===== config.mk =====
export PLATFORM = sky130hd
export DESIGN_NAME = ahb_lite_cordic_master
export DESIGN_NICKNAME = d
export VERILOG_FILES = /design/src/rtl/ahb_lite_cordic_master.sv
export SDC_FILE = /design/constraint.sdc
export NUM_CORES = 1
export LEC_CHECK = 0
export BUFFER_PORTS_ARGS = -buffer_cell sky130_fd_sc_hd__buf_2
export CAP_MARGIN = 30
export CORE_MARGIN = 2
export CORE_UTILIZATION = 47
export CTS_CLUSTER_DIAMETER = 40
export CTS_CLUSTER_SIZE = 8
export DETAILED_ROUTE_END_ITERATION = 8
export PLACE_DENSITY = 0.82
export SYNTH_ARGS = -nofsm -noshare
export SYNTH_HDL_FRONTEND = slang
export SYNTH_SLANG_ARGS = --single-unit
export TNS_END_PERCENT = 50

===== constraint.sdc =====
create_clock -name HCLK -period 2.6 [get_ports HCLK]
set_clock_uncertainty 0.2 [all_clocks]
set_input_delay 0.52 -clock HCLK [delete_from_list [all_inputs] [get_ports HCLK]]
set_output_delay 0.52 -clock HCLK [all_outputs]
set_load 0.005 [all_outputs]

===== src/rtl/ahb_lite_cordic_master.sv =====
// AHB-Lite master that writes each operand to the CORDIC slave, then reads back the result.
// Optional data-phase stall timeout is built when CORDIC_MASTER_TIMEOUT_EN is defined.
module ahb_lite_cordic_master #(
    parameter logic [31:0] BASE_ADDR      = 32'h4000_0000,
    parameter int unsigned TIMEOUT_CYCLES = 255
) (
    input  logic        HCLK,
    input  logic        HRESETn,
    output logic [31:0] HADDR,
    output logic [1:0]  HTRANS,
    output logic        HWRITE,
    output logic [2:0]  HSIZE,
    output logic [2:0]  HBURST,
    output logic [3:0]  HPROT,
    output logic        HMASTLOCK,
    output logic [31:0] HWDATA,
    input  logic        HREADY,
    input  logic        HRESP,
    input  logic [31:0] HRDATA,
    input  logic        cmd_valid,
    output logic        cmd_ready,
    input  logic [31:0] cmd_data,
    output logic        rsp_valid,
    input  logic        rsp_ready,
    output logic [31:0] rsp_data,
    output logic        rsp_err,
    output logic        busy
);

    typedef enum logic [2:0] {
        S_IDLE = 3'd0,
        S_WR_A = 3'd1,
        S_WR_D = 3'd2,
        S_RD_A = 3'd3,
        S_RD_D = 3'd4,
        S_RSP  = 3'd5
    } state_e;

    localparam logic [1:0] HTRANS_IDLE   = 2'b00;
    localparam logic [1:0] HTRANS_NONSEQ = 2'b10;

    if (TIMEOUT_CYCLES == 0) begin : g_bad_timeout
        $error("TIMEOUT_CYCLES must be at least 1");
    end

    state_e      state_q, state_d;
    logic [1:0]  htrans_q, htrans_d;
    logic        hwrite_q, hwrite_d;
    logic [31:0] hwdata_q, hwdata_d;
    logic        rsp_valid_q, rsp_valid_d;
    logic [31:0] rsp_data_q, rsp_data_d;
    logic        rsp_err_q, rsp_err_d;
    logic        tmo_hit;

`ifdef CORDIC_MASTER_TIMEOUT_EN
    localparam int unsigned CNT_W =
        ($clog2(TIMEOUT_CYCLES + 1) > 8) ? $clog2(TIMEOUT_CYCLES + 1) : 8;
    localparam logic [CNT_W-1:0] TMO_LAST = CNT_W'(TIMEOUT_CYCLES - 1);

    logic [CNT_W-1:0] tmo_cnt_q, tmo_cnt_d;
    logic             in_data_phase;

    assign in_data_phase = (state_q == S_WR_D) || (state_q == S_RD_D);
`endif

    always_comb begin
        state_d    = state_q;
        hwdata_d   = hwdata_q;
        rsp_data_d = rsp_data_q;
        rsp_err_d  = rsp_err_q;
        tmo_hit    = 1'b0;

`ifdef CORDIC_MASTER_TIMEOUT_EN
        tmo_hit = in_data_phase && !HREADY && (tmo_cnt_q == TMO_LAST);
`endif

        case (state_q)
            S_IDLE: begin
                if (cmd_valid) begin
                    hwdata_d = cmd_data;
                    state_d  = S_WR_A;
                end
            end
            S_WR_A: begin
                if (HREADY) begin
                    state_d = S_WR_D;
                end
            end
            S_WR_D: begin
                // HRESP=1 with HREADY=0 is the first half of an error response: just wait.
                if (HREADY) begin
                    if (HRESP) begin
                        state_d    = S_RSP;
                        rsp_err_d  = 1'b1;
                        rsp_data_d = '0;
                    end else begin
                        state_d = S_RD_A;
                    end
                end else if (tmo_hit) begin
                    state_d    = S_RSP;
                    rsp_err_d  = 1'b1;
                    rsp_data_d = '0;
                end
            end
            S_RD_A: begin
                if (HREADY) begin
                    state_d = S_RD_D;
                end
            end
            S_RD_D: begin
                if (HREADY) begin
                    state_d = S_RSP;
                    if (HRESP) begin
                        rsp_err_d  = 1'b1;
                        rsp_data_d = '0;
                    end else begin
                        rsp_err_d  = 1'b0;
                        rsp_data_d = HRDATA;
                    end
                end else if (tmo_hit) begin
                    state_d    = S_RSP;
                    rsp_err_d  = 1'b1;
                    rsp_data_d = '0;
                end
            end
            S_RSP: begin
                if (rsp_ready) begin
                    state_d = S_IDLE;
                end
            end
            default: begin
                state_d = S_IDLE;
            end
        endcase
    end

    // Bus and response outputs are registered by decoding the next state.
    always_comb begin
        htrans_d    = ((state_d == S_WR_A) || (state_d == S_RD_A)) ? HTRANS_NONSEQ : HTRANS_IDLE;
        hwrite_d    = (state_d == S_WR_A);
        rsp_valid_d = (state_d == S_RSP);
    end

`ifdef CORDIC_MASTER_TIMEOUT_EN
    always_comb begin
        tmo_cnt_d = '0;
        if (in_data_phase && !HREADY && (state_d == state_q)) begin
            tmo_cnt_d = tmo_cnt_q + 1'b1;
        end
    end

    always_ff @(posedge HCLK or negedge HRESETn) begin
        if (!HRESETn) begin
            tmo_cnt_q <= '0;
        end else begin
            tmo_cnt_q <= tmo_cnt_d;
        end
    end
`endif

    always_ff @(posedge HCLK or negedge HRESETn) begin
        if (!HRESETn) begin
            state_q     <= S_IDLE;
            htrans_q    <= HTRANS_IDLE;
            hwrite_q    <= 1'b0;
            hwdata_q    <= '0;
            rsp_valid_q <= 1'b0;
            rsp_data_q  <= '0;
            rsp_err_q   <= 1'b0;
        end else begin
            state_q     <= state_d;
            htrans_q    <= htrans_d;
            hwrite_q    <= hwrite_d;
            hwdata_q    <= hwdata_d;
            rsp_valid_q <= rsp_valid_d;
            rsp_data_q  <= rsp_data_d;
            rsp_err_q   <= rsp_err_d;
        end
    end

    assign HADDR     = BASE_ADDR;
    assign HTRANS    = htrans_q;
    assign HWRITE    = hwrite_q;
    assign HSIZE     = 3'b010;
    assign HBURST    = 3'b000;
    assign HPROT     = 4'b0011;
    assign HMASTLOCK = 1'b0;
    assign HWDATA    = hwdata_q;

    assign rsp_valid = rsp_valid_q;
    assign rsp_data  = rsp_data_q;
    assign rsp_err   = rsp_err_q;
    assign cmd_ready = (state_q == S_IDLE);
    assign busy      = (state_q != S_IDLE);

endmodule

==> flow_summary.ini <==
[synthesis]
yosysSeqAreaShare_pct = 57.3
synth_cell_types = 32
yosys_most_used_dff = dfrtp_1
synth-seq-cells = 71
synth_warnings = 0
syn_avg_cell_area_um2 = 13.8
synth_cells = 224
synthArstFlopShare_pct = 100
synth-edff-count = 0
netlist_area_um2 = 3100

[power]
p_leak_nw = 2.12
power_density_nw_per_um2 = 1160
ir_drop_v = 0.000611

[die]
core_area_um2 = 6350
die_area_um2 = 7270
io_pins = 184
die_w_um = 85.2
initial_core_util_pct = 48.8
die_h_um = 85.2
rows = 29

[status]
status = complete, no violations

[place]
dpl.hpwl_um = 4830
place_inst = 430
place.gp.congestion = 0.746
port_buffers = 139

[worst_setup_path]
slowest_stage = dfrtp_1
start_kind = register
crit_chain = or3_1 > inv_1 > buf_2
cp_data_arrival_time_ns = 1.40
cp_max_fo = 10
worstSetupPathType = reg2out
required_ns = 1.88
endpoint_kind = output pin
critical_path.max_stage_delay_ns = 0.51

[detailed_routing]
ant_nets = 0
routedWlPerCell_um = 14.4
drt-initial-drc-count = 44
finalWirelength_um = 6450
viasPerCell = 4.77
drc = 0
via_count = 2133
dr.pass1.iters = 4

[global_routing]
grt_max_degree = 33
overflow = 0
antenna_found_initial = 0
grt_pass1_wl_um = 10100
grt_pass1_vias = 2034
track_usage_pct = 17.9

[final_layout]
regArea_um2 = 1780
fin_cells = 447
multiInputGateArea_um2 = 1030
finalNetCount = 435
synthToLayoutAreaGrowth_pct = 25.3
diodes = 0
n_fill_cell = 512
drive_above_1_share_pct = 52.7

[timing]
report.final.hold_viol_count = 0
fin_crit_ns = 2.12
rsz0062_at_grt = no
finalSetupTns_ns = 0
whs_ns = 0.194
finalSetupViolCount = 0
fmax_mhz = 471
period_share_pct = 81.7
slew_headroom_pct = 62.7
worst_slew_pin_slew_ns = 0.559
maxSlewViolCount = 0

[cts]
cts_inserted_buffers = 9
cts_sinks = 71
cts_tree = built
cts_max_level = 3
clock_latency_ns = 0.33
clk_pin_slew_worst_paths_ns = 0.08
clockBufferDepth = 2
cts_root_buf = clkbuf_8

[job]
max_cap_violations = 0

[worst_hold_path]
hold_path.class = in2reg
==> timing repair <==
action                    CTS  global route
gates resized for setup     0             0
hold buffers                1             0
buffers inserted            0             0
hold endpoints to repair   25             0
==> registers in the layout (all words and copies together) (netlist names) <==
register	count
HTRANS	1
HWDATA	32
HWRITE	1
rsp_data	32
rsp_err	1
rsp_valid	1
state_q	3
==> worst max-delay path, delay by kind of cell, from the launching register on <==
kind,cells,cell delay [ns]
DFF,1,0.51
buffers and inverters,2,0.16
and+or+nand+nor,1,0.41
==> stage by stage <==
| stage | instance area [um^2] | setup WS [ns] | util, % | total power, mW |
|---|---|---|---|---|
| after floorplan | 3260 | 0.913 | - | 2.99 |
| final | 3880 | 0.475 | 61.2 | 4.49 |
| after global placement | 3680 | 0.683 | 57.9 | 3.59 |
| after CTS | 3880 | 0.451 | 61.2 | 4.54 |
| after detailed placement | 3680 | 0.659 | 57.9 | 3.66 |
| after global routing | 3880 | 0.365 | 61.2 | 4.79 |
==> power by group <==
group | total [mW] | switching [mW] | leakage [nW] | internal, mW
Sequential | 1.95 | 0.313 | 0.894 | 1.64
Combinational | 1.67 | 0.669 | 1.13 | 1.00
Clock | 0.860 | 0.412 | 0.0891 | 0.448
==> cell usage after synthesis, drive strengths merged, types with 2 or more instances <==
cell type	instances	area [um^2]
a31oi	2	12.5
nor2	2	7.51
inv	3	11.3
buf	57	437
or3	2	12.5
dfrtp	71	1780
nand2b	2	20.0
nor2b	3	21.3
o21ai	3	18.8
mux2	32	398
conb	2	7.51
a22o	32	280
==> kinds of logic (layout without fill, tap and decap cells) <==
| logic type | count (synthesis) | in the layout | share of synthesized area (%) |
|---|---|---|---|
| other | 2 | 44 | 0.242 |
| muxes | 32 | 32 | 12.8 |
| AOI/OAI and AO/OA | 42 | 42 | 11.2 |
| DFF | 71 | 71 | 57.3 |
| and+or+nand+nor | 17 | 17 | 3.99 |
| buffers and inverters | 60 | 164 | 14.4 |
==> cells in the final DEF (no fill, tap or decap) <==
cell	n
nand3b_1	1
and3b_1	1
a21oi_1	1
nor2b_2	1
a22oi_1	1
nor2b_1	2
a211oi_1	1
clkbuf_1	1
and2b_1	1
clkinvlp_4	3
or2b_1	1
nand2b_1	1
nand2b_4	1
mux2_4	10
dlygate4sd3_1	1
conb_1	44
a31oi_1	2
or3_1	2
bufinv_16	1
nor3_4	1
buf_12	2
o21ai_2	1
a22o_1	32
and3_1	1
buf_2	139
nor2_1	2
a21o_1	1
nand3_1	1
clkinv_4	1
inv_6	1
inv_1	3
clkbuf_8	9
dfrtp_1	71
o21ai_0	2
nand2_1	1
buf_4	3
mux2_2	22
a2bb2oi_1	1
==> layer usage <==
layer / track usage [%] / share of wire, %
met3: 3.99 / 8.2
met4: 9.09 / 2.2
met2: 29.0 / 49
met5: 0 / 0
met1: 22.7 / 41
==> final cells by class <==
cell class,instances,area share [%]
repair buffers,145,19.8
multi-input cells,135,26.6
clock inverters,6,1.80
inverters,3,0.290
clock buffers,10,3.29
well taps,77,2.48
flip-flops and latches,71,45.7
==> final timing paths <==
check	to	slack (ns)	start	cells after the start
max in group asynchronous	rsp_data[11]$_DFFE_PN0P_	0.97	HRESETn	3
max	cmd_ready	0.48	state_q[1]$_DFF_PN0_	3
min in group asynchronous	rsp_data[26]$_DFFE_PN0P_	0.50	HRESETn	2
max reg2reg	HWDATA[20]$_DFFE_PN0P_	0.71	state_q[0]$_DFF_PN0_	4
min	rsp_data[4]$_DFFE_PN0P_	0.19	HRDATA[4]	2
min reg2reg	rsp_data[29]$_DFFE_PN0P_	0.30	rsp_data[29]$_DFFE_PN0P_	1
No activity file was read; power rests on OpenSTA's default activity.
